**src/rtl/ps2_host_tx.sv**
```systemverilog
// PS/2 host-to-device command transmitter with open-drain output enables.
// Optional build macro PS2_TX_RETRY_EN: one automatic resend after the first failure.
module ps2_host_tx #(
    parameter int unsigned INHIBIT_CYCLES = 12000,
    parameter int unsigned RTS_CYCLES     = 16,
    parameter int unsigned TIMEOUT_CYCLES = 2000000
) (
    input  logic       clk,
    input  logic       rst,
    input  logic       tx_valid,
    input  logic [7:0] tx_data,
    output logic       tx_ready,
    input  logic       ps2_clk_in,
    input  logic       ps2_data_in,
    output logic       ps2_clk_oe,
    output logic       ps2_data_oe,
    output logic       busy,
    output logic       tx_done,
    output logic       tx_err,
    output logic [1:0] err_code
);

    localparam int unsigned PHASE_MAX = (INHIBIT_CYCLES > RTS_CYCLES) ? INHIBIT_CYCLES : RTS_CYCLES;
    localparam int PW = $clog2(PHASE_MAX + 1);
    localparam int TW = $clog2(TIMEOUT_CYCLES + 1);

    typedef enum logic [2:0] {
        S_IDLE      = 3'd0,
        S_INHIBIT   = 3'd1,
        S_RTS       = 3'd2,
        S_SEND      = 3'd3,
        S_ACK       = 3'd4,
        S_WAIT_IDLE = 3'd5
    } state_t;

    function automatic logic odd_parity(input logic [7:0] d);
        return ~^d;
    endfunction

    state_t          state_q, state_d;
    logic [PW-1:0]   cnt_q, cnt_d;
    logic [TW-1:0]   tout_q, tout_d;
    logic [3:0]      bit_q, bit_d;
    logic [7:0]      byte_q, byte_d;
    logic            par_q, par_d;
    logic            clk_oe_q, clk_oe_d;
    logic            data_oe_q, data_oe_d;
    logic            ready_q, ready_d;
    logic            busy_q, busy_d;
    logic            done_q, done_d;
    logic            err_q, err_d;
    logic [1:0]      code_q, code_d;
`ifdef PS2_TX_RETRY_EN
    logic            retry_q, retry_d;
`endif

    logic [2:0]      clk_sync_q;   // [0] meta, [1] synced, [2] previous synced
    logic [1:0]      data_sync_q;
    logic            clk_s, data_s, fe_s, timed_out_s;
    logic            fail_s;
    logic [1:0]      fail_code_s;

    assign clk_s       = clk_sync_q[1];
    assign data_s      = data_sync_q[1];
    assign fe_s        = clk_sync_q[2] & ~clk_sync_q[1];
    assign timed_out_s = (tout_q == TW'(TIMEOUT_CYCLES - 1));

    // Synchronise the raw pin levels; reset to the idle-high line level.
    always_ff @(posedge clk or posedge rst) begin
        if (rst) begin
            clk_sync_q  <= 3'b111;
            data_sync_q <= 2'b11;
        end else begin
            clk_sync_q  <= {clk_sync_q[1:0], ps2_clk_in};
            data_sync_q <= {data_sync_q[0], ps2_data_in};
        end
    end

    // State, counters and registered outputs.
    always_ff @(posedge clk or posedge rst) begin
        if (rst) begin
            state_q   <= S_IDLE;
            cnt_q     <= '0;
            tout_q    <= '0;
            bit_q     <= 4'd0;
            byte_q    <= 8'h00;
            par_q     <= 1'b0;
            clk_oe_q  <= 1'b0;
            data_oe_q <= 1'b0;
            ready_q   <= 1'b1;
            busy_q    <= 1'b0;
            done_q    <= 1'b0;
            err_q     <= 1'b0;
            code_q    <= 2'b00;
`ifdef PS2_TX_RETRY_EN
            retry_q   <= 1'b0;
`endif
        end else begin
            state_q   <= state_d;
            cnt_q     <= cnt_d;
            tout_q    <= tout_d;
            bit_q     <= bit_d;
            byte_q    <= byte_d;
            par_q     <= par_d;
            clk_oe_q  <= clk_oe_d;
            data_oe_q <= data_oe_d;
            ready_q   <= ready_d;
            busy_q    <= busy_d;
            done_q    <= done_d;
            err_q     <= err_d;
            code_q    <= code_d;
`ifdef PS2_TX_RETRY_EN
            retry_q   <= retry_d;
`endif
        end
    end

    // Next-state, line drive and failure handling.
    always_comb begin
        state_d     = state_q;
        cnt_d       = cnt_q;
        tout_d      = tout_q;
        bit_d       = bit_q;
        byte_d      = byte_q;
        par_d       = par_q;
        clk_oe_d    = clk_oe_q;
        data_oe_d   = data_oe_q;
        done_d      = 1'b0;
        err_d       = 1'b0;
        code_d      = code_q;
        fail_s      = 1'b0;
        fail_code_s = 2'b00;
`ifdef PS2_TX_RETRY_EN
        retry_d     = retry_q;
`endif

        case (state_q)
            S_IDLE: begin
                clk_oe_d  = 1'b0;
                data_oe_d = 1'b0;
                if (tx_valid) begin
                    byte_d   = tx_data;
                    par_d    = odd_parity(tx_data);
                    cnt_d    = '0;
                    clk_oe_d = 1'b1;
                    state_d  = S_INHIBIT;
                end else begin
                    cnt_d = '0;
                end
            end
            S_INHIBIT: begin
                if (cnt_q == PW'(INHIBIT_CYCLES - 1)) begin
                    cnt_d     = '0;
                    data_oe_d = 1'b1;
                    state_d   = S_RTS;
                end else begin
                    cnt_d = cnt_q + PW'(1);
                end
            end
            S_RTS: begin
                if (cnt_q == PW'(RTS_CYCLES - 1)) begin
                    cnt_d    = '0;
                    clk_oe_d = 1'b0;
                    bit_d    = 4'd0;
                    tout_d   = '0;
                    state_d  = S_SEND;
                end else begin
                    cnt_d = cnt_q + PW'(1);
                end
            end
            S_SEND: begin
                tout_d = tout_q + TW'(1);
                // bit_q holds how many falling edges have been seen so far.
                if (timed_out_s) begin
                    fail_s      = 1'b1;
                    fail_code_s = 2'b10;
                end else if (fe_s) begin
                    if (bit_q < 4'd8) begin
                        data_oe_d = ~byte_q[bit_q[2:0]];
                        bit_d     = bit_q + 4'd1;
                    end else if (bit_q == 4'd8) begin
                        data_oe_d = ~par_q;
                        bit_d     = 4'd9;
                    end else begin
                        data_oe_d = 1'b0;
                        state_d   = S_ACK;
                    end
                end else begin
                    bit_d = bit_q;
                end
            end
            S_ACK: begin
                tout_d = tout_q + TW'(1);
                if (timed_out_s) begin
                    fail_s      = 1'b1;
                    fail_code_s = 2'b10;
                end else if (fe_s) begin
                    if (!data_s) begin
                        state_d = S_WAIT_IDLE;
                    end else begin
                        fail_s      = 1'b1;
                        fail_code_s = 2'b01;
                    end
                end else begin
                    state_d = S_ACK;
                end
            end
            S_WAIT_IDLE: begin
                tout_d = tout_q + TW'(1);
                if (timed_out_s) begin
                    fail_s      = 1'b1;
                    fail_code_s = 2'b10;
                end else if (clk_s && data_s) begin
                    done_d  = 1'b1;
                    state_d = S_IDLE;
`ifdef PS2_TX_RETRY_EN
                    retry_d = 1'b0;
`endif
                end else begin
                    state_d = S_WAIT_IDLE;
                end
            end
            default: begin
                clk_oe_d  = 1'b0;
                data_oe_d = 1'b0;
                state_d   = S_IDLE;
            end
        endcase

        if (fail_s) begin
`ifdef PS2_TX_RETRY_EN
            if (!retry_q) begin
                retry_d   = 1'b1;
                cnt_d     = '0;
                clk_oe_d  = 1'b1;
                data_oe_d = 1'b0;
                state_d   = S_INHIBIT;
            end else begin
                retry_d   = 1'b0;
                clk_oe_d  = 1'b0;
                data_oe_d = 1'b0;
                err_d     = 1'b1;
                code_d    = fail_code_s;
                state_d   = S_IDLE;
            end
`else
            clk_oe_d  = 1'b0;
            data_oe_d = 1'b0;
            err_d     = 1'b1;
            code_d    = fail_code_s;
            state_d   = S_IDLE;
`endif
        end else begin
            code_d = code_d;
        end

        ready_d = (state_d == S_IDLE);
        busy_d  = (state_d != S_IDLE);
    end

    assign tx_ready    = ready_q;
    assign busy        = busy_q;
    assign ps2_clk_oe  = clk_oe_q;
    assign ps2_data_oe = data_oe_q;
    assign tx_done     = done_q;
    assign tx_err      = err_q;
    assign err_code    = code_q;

endmodule

```
**config.mk**
```make
export PLATFORM = sky130hd
export DESIGN_NAME = ps2_host_tx
export DESIGN_NICKNAME = d
export VERILOG_FILES = /design/src/rtl/ps2_host_tx.sv
export SDC_FILE = /design/constraint.sdc
export NUM_CORES = 1
export LEC_CHECK = 0
export ABC_AREA = 1
export BUFFER_PORTS_ARGS = -buffer_cell sky130_fd_sc_hd__clkbuf_2
export CAP_MARGIN = 25
export CORE_ASPECT_RATIO = 0.9
export CORE_UTILIZATION = 45
export CTS_CLUSTER_SIZE = 30
export DETAILED_ROUTE_END_ITERATION = 6
export PLACE_DENSITY = 0.73
export RECOVER_POWER = 50
export REMOVE_ABC_BUFFERS = 1
export SYNTH_ARGS = -nofsm -noshare
export SYNTH_HDL_FRONTEND = slang
export SYNTH_SLANG_ARGS = --single-unit
```
**constraint.sdc**
```tcl
create_clock -name clk -period 2.1 [get_ports clk]
set_clock_uncertainty 0.15 [all_clocks]
set_input_delay 0.105 -clock clk [delete_from_list [all_inputs] [get_ports clk]]
set_output_delay 0.105 -clock clk [all_outputs]
set_load 0.01 [all_outputs]
```
# Word level (Yosys, flattened, before mapping)
# Cells that the tools add are included.
[totals]
ff_bits = 64
[op_classes]
eq_ne = 19
order_cmp = 2
addsub = 3
bitwise = 4
reduce_logical = 17
mux = 52
[op_table]
columns = ["operator", "count"]
rows = [
  ["14-bit one-hot mux with 3 select lines", 1],
  ["21-bit one-hot mux with 2 select lines", 1],
  ["3-bit two-way mux", 13],
  ["14-bit two-way mux", 2],
  ["21-bit by 1-bit adder with 21-bit output, second input constant", 1],
  ["21-bit == test, second input constant", 1],
  ["21-bit two-way mux", 1],
  ["1-bit two-way mux", 20],
  ["4-bit two-way mux", 5],
  ["3-bit one-hot mux with 6 select lines", 1],
  ["3-bit != test, second input constant", 5],
  ["14-bit by 1-bit adder with 14-bit output, second input constant", 1],
  ["14-bit == test, second input constant", 1],
  ["14-bit by 4-bit == test with 1-bit output, second input constant", 1],
  ["4-bit one-hot mux with 2 select lines", 1],
  ["8-bit XNOR reduction", 1],
  ["3-bit by 2-bit == test with 1-bit output, second input constant", 2],
  ["3-bit == test, second input constant", 2],
  ["3-bit zero test", 2],
  ["2-bit != test, second input constant", 3],
  ["1-bit one-hot mux with 3 select lines", 2],
  ["2-bit AND reduction", 3],
  ["3-bit nonzero test", 2],
  ["3-bit OR reduction", 2],
  ["other kinds (18)", 23],
]

# Logic depth before layout (Yosys ltp)
[logic_depth]
ltp_word = 8
depth_mapped = 12
mapped_depth_nobuf = 12

# Worst setup path before layout
# Ideal clock, no wire load.
[synth_timing]
path_type = "register to register"
start = "register cnt_q[0]"
end = "register tout_q[5]"
slack_ns = 0.379
setup_time_ns = 0.124
arrival_time_ns = 1.447
t_required_ns = 1.826
period_less_slack_ns = 1.721
path_buffers = 1
path_stages_with_launch = 11
cell_sequence = "dfrtp_1 ha_1 nand3_1 nor2_1 nand2_1 nand2_1 o21ai_2 buf_6 nor2_4 nand3_1 nor3b_2"
[synth_via]
elab_chain_len = 3
[synth_lines]
columns = ["element", "line_no", "source"]
rows = [
  ["start: declaration", "41", "logic [PW-1:0] cnt_q, cnt_d;"],
  ["start signal: assignment", "100", "cnt_q <= cnt_d;"],
  ["14-bit by 4-bit == test with 1-bit output", "161", "if (cnt_q == PW'(RTS_CYCLES - 1)) begin"],
  ["2-bit != test (no line)", "n/a", ""],
  ["2-bit AND reduction (no line)", "n/a", ""],
  ["end signal: assignment", "101", "tout_q <= tout_d;"],
  ["end: declaration", "42", "logic [TW-1:0] tout_q, tout_d;"],
]
# No other way between the ends.
# A chain may end at the register's enable or synchronous reset.

# Worst setup path after layout
[layout_timing]
start = "register cnt_q[1]"
end = "register cnt_q[1]"
[layout_via]
elab_chain_len = 3
word_cells_on_any_way = 6
classes_between = "1 x add/sub; 2 x eq/ne; 3 x mux"
[layout_lines]
columns = ["element", "line_no", "source"]
rows = [
  ["14-bit by 1-bit adder with 14-bit output, or another cell as far along", "157, 168", ""],
  ["14-bit two-way mux (on tied branches)", "161, 152", ""],
  ["14-bit one-hot mux with 3 select lines (*)", "137", "case (state_q)"],
]
# Mark *: on every way between the ends. The rest lies on a longest branch, timed or not.

==> out/metrics.cfg <==
[timing]
timing.slew.headroom = 0.4247
whs_ns = 0.08780
tns_ns = 0
fmax_mhz = 514.9
setup_viol = 0
fin_crit_sh = 0.9248
drv_slew = 0
hold_violations = 0
final.min_clock_period_ns = 1.942
tightest_slew_ns = 0.8630

[route]
drtIter0Drc = 194
wl_per_cell_um = 13.60
drt_wl_total_um = 8201
via_per_inst = 5.167
firstDrtPassIters = 4
detail-route-antenna-nets = 0
drc = 0
via_count = 3116

[clock_network]
cts_tree = done
clk_latency_ns = 0.35
cts_buffer_depth = 2
cts.htree.levels = 3
clock-sinks = 64
clk_pin_slew_ns = 0.07
cts_made_buffers = 9
cts_root_buf = clkbuf_8

[global_route]
gr-total-overflow = 0
grt_pass1_wl_um = 14200
grt_pass1_vias = 3105
grt_max_degree = 65
track_usage = 0.2234
antenna_found_initial = 0

[cells_and_area]
nets = 519
fillers = 684
drive_gt1_frac = 0.1657
synthToLayoutAreaGrowth_pct = 17.78
final_util = 0.5510
n_antenna_cell = 0

[floorplanning]
core_area_mm2 = 0.007582
die_h_um = 86.23
io-pin-count = 21
num_rows = 30
start_util = 0.4678
dieArea_mm2 = 0.008242
dieWidth_um = 95.59

[setup_path]
crit_path_end_kind = register
cp_slowest_cell = dfrtp_1
rrSetupSlack_ns = 0.16
cpPeakStageDelay_ns = 0.38
arrival_ns = 2.03
r2r_cells = 10
crit-reg2reg-launch = cnt_q[1]
timing.rr.end = cnt_q[1]
crit_type = register to register
start_kind = register
crit_chain = ha_1 > nand2_1 > nor2_1 > nand2_1 > nor2_1 > nor2_1 > inv_1 > nand2_1 > buf_4 > a22o_1
cp_max_fo = 5
cp_data_required_time_ns = 2.18

[min_path]
holdCritPathClass = primary input to register
hp-start = tx_valid
whs_endpoint = ps2_clk_oe
hold_depth = 4

[power_and_ir_drop]
p_comb_frac = 0.033
power_density_mw_per_mm2 = 600.8
pwr-share-seq = 0.495
power_uw = 2510
power.switching_uw = 537.6
leakagePower_uw = 0.001941
ir_drop_v = 0.0007765
p_int_uw = 1973
pwr-share-clk = 0.471
p_sw_frac = 0.2142

[status]
outcome = finished, final reports clean

[synth]
yosysSeqAreaShare = 0.4536
yosys_warnings = 0
syn_area_mm2 = 0.003547
synth_area_per_cell_um2 = 7.813
synthArstFlopShare = 1.000
ys_types = 40
synth-edff-count = 0
synth_cells = 454
ys.flop_type = dfrtp_1
synth-seq-cells = 64

[placement]
dp_hpwl_um = 5804
numPortBuffers = 20
place.gp.congestion = 0.9194

[run]
cap_violations = 0

metrics by stage:
step                area (µm²)  setup WS, ns  cells
floorplan                 3522        0.2568    450
global placement          3815        0.1401    574
detailed placement        3815       0.04916    574
CTS                       4145       0.03592    601
global route              4178      -0.01257    603
finish                    4178        0.1579    603
cell usage after synthesis (2+ instances only):
master      n  area [µm²]
nor4_1      4       25.02
a21oi_1    11       55.05
nor2_1     51       191.4
nand3_1    33       165.2
nor3b_1     3       22.52
nand4_1     5       31.28
o22ai_1     7       43.79
nor2_4      2       22.52
o21ai_0    14       70.07
inv_1      45       168.9
o21ai_2     3       26.28
nand2_1   107       401.6
dfstp_2     6       157.7
xor2_1     18       157.7
ha_1        4       50.05
nor3_1     21       105.1
o21ai_1    16       80.08
xnor2_1     8       70.07
or2_2       2       12.51
dfrtp_1    58        1451
inv_2      12       45.04
nor2_2      2       12.51
o211ai_1    4       30.03
buf_2       2       10.01
power by group through the flow:
| stage | sequential (µW) | clock, µW | combinational (µW) |
|---|---|---|---|
| floorplan | 1270 | 0 | 42.7 |
| global placement | 1270 | 0 | 70.9 |
| detailed placement | 1270 | 0 | 72.4 |
| CTS | 1240 | 1200 | 88.0 |
| global route | 1240 | 1250 | 94.8 |
| finish | 1240 | 1180 | 83.6 |
state kept, by name (all words and copies together), names as in the netlist:
name,count
cnt_q,14
bit_q,4
tx_done,1
ps2_data_oe,1
tx_err,1
tout_q,21
state_q,3
err_code,2
data_sync_q,2
ps2_clk_oe,1
par_q,1
clk_sync_q,3
tx_ready,1
busy,1
byte_q,8
area by class of cell:
class,instances,area [µm²],area share
Tap cell,96,120.1,0.02875
Clock inverter,6,82.58,0.01977
Multi-Input combinational cell,329,1727,0.4133
Sequential cell,64,1609,0.3851
Timing Repair Buffer,41,285.3,0.06828
Inverter,57,216.5,0.05181
Clock buffer,10,137.6,0.03294
critical path: cells and delay by family (launching register included):
kind	cells	cell delay [ns]
buf+inv	2	0.26
compound gates	1	0.17
fa+ha+maj	1	0.22
flops	1	0.38
simple gates	6	0.65
worst max-delay path by stage:
stage                           from         to
after global routing        cnt_q[0]  cnt_q[11]
after floorplan                  rst   bit_q[0]
after global placement      cnt_q[0]  tout_q[9]
after CTS                 state_q[2]  tout_q[5]
final                       cnt_q[1]   cnt_q[1]
after detailed placement    cnt_q[0]  tout_q[5]
kinds of logic (layout without fill, tap and decap cells):
logic type | count (synthesis) | in the layout | synth area share
xor gates and xnor gates | 26 | 26 | 0.06420
DFF | 64 | 64 | 0.4536
AOI/OAI and AO/OA | 61 | 61 | 0.09877
adders and majority gates | 4 | 4 | 0.01411
buffers and inverters | 61 | 114 | 0.06737
and+or+nand+nor | 238 | 238 | 0.3019
cell usage in the layout (no fill, tap or decap), types with 11 or more instances in the layout:
cell	count
nor3_1	21
nand2_1	105
dfrtp_1	58
o21ai_0	14
nand3_1	31
a21oi_1	11
inv_2	11
clkbuf_2	20
xor2_1	18
nor2_1	50
dlygate4sd3_1	11
o21ai_1	16
inv_1	45
what timing repair did:
item                                    4_1_cts  5_1_grt
endpoints found under the setup margin        0       12
hold buffers                                 11        0
gates resized for setup                       0        8
buffers inserted                              0        2
hold endpoints to repair                     74        0
layer usage:
| layer | vias up | GRT usage | wire length (µm) |
|---|---|---|---|
| met5 | - | 0 | 0 |
| met4 | 0 | 0.07870 | 104 |
| met3 | 13 | 0.05351 | 365 |
| met2 | 67 | 0.3591 | 3839 |
| met1 | 1461 | 0.2951 | 3891 |
| li1 | 1575 | - | - |
(Power assumes the default switching activity.)
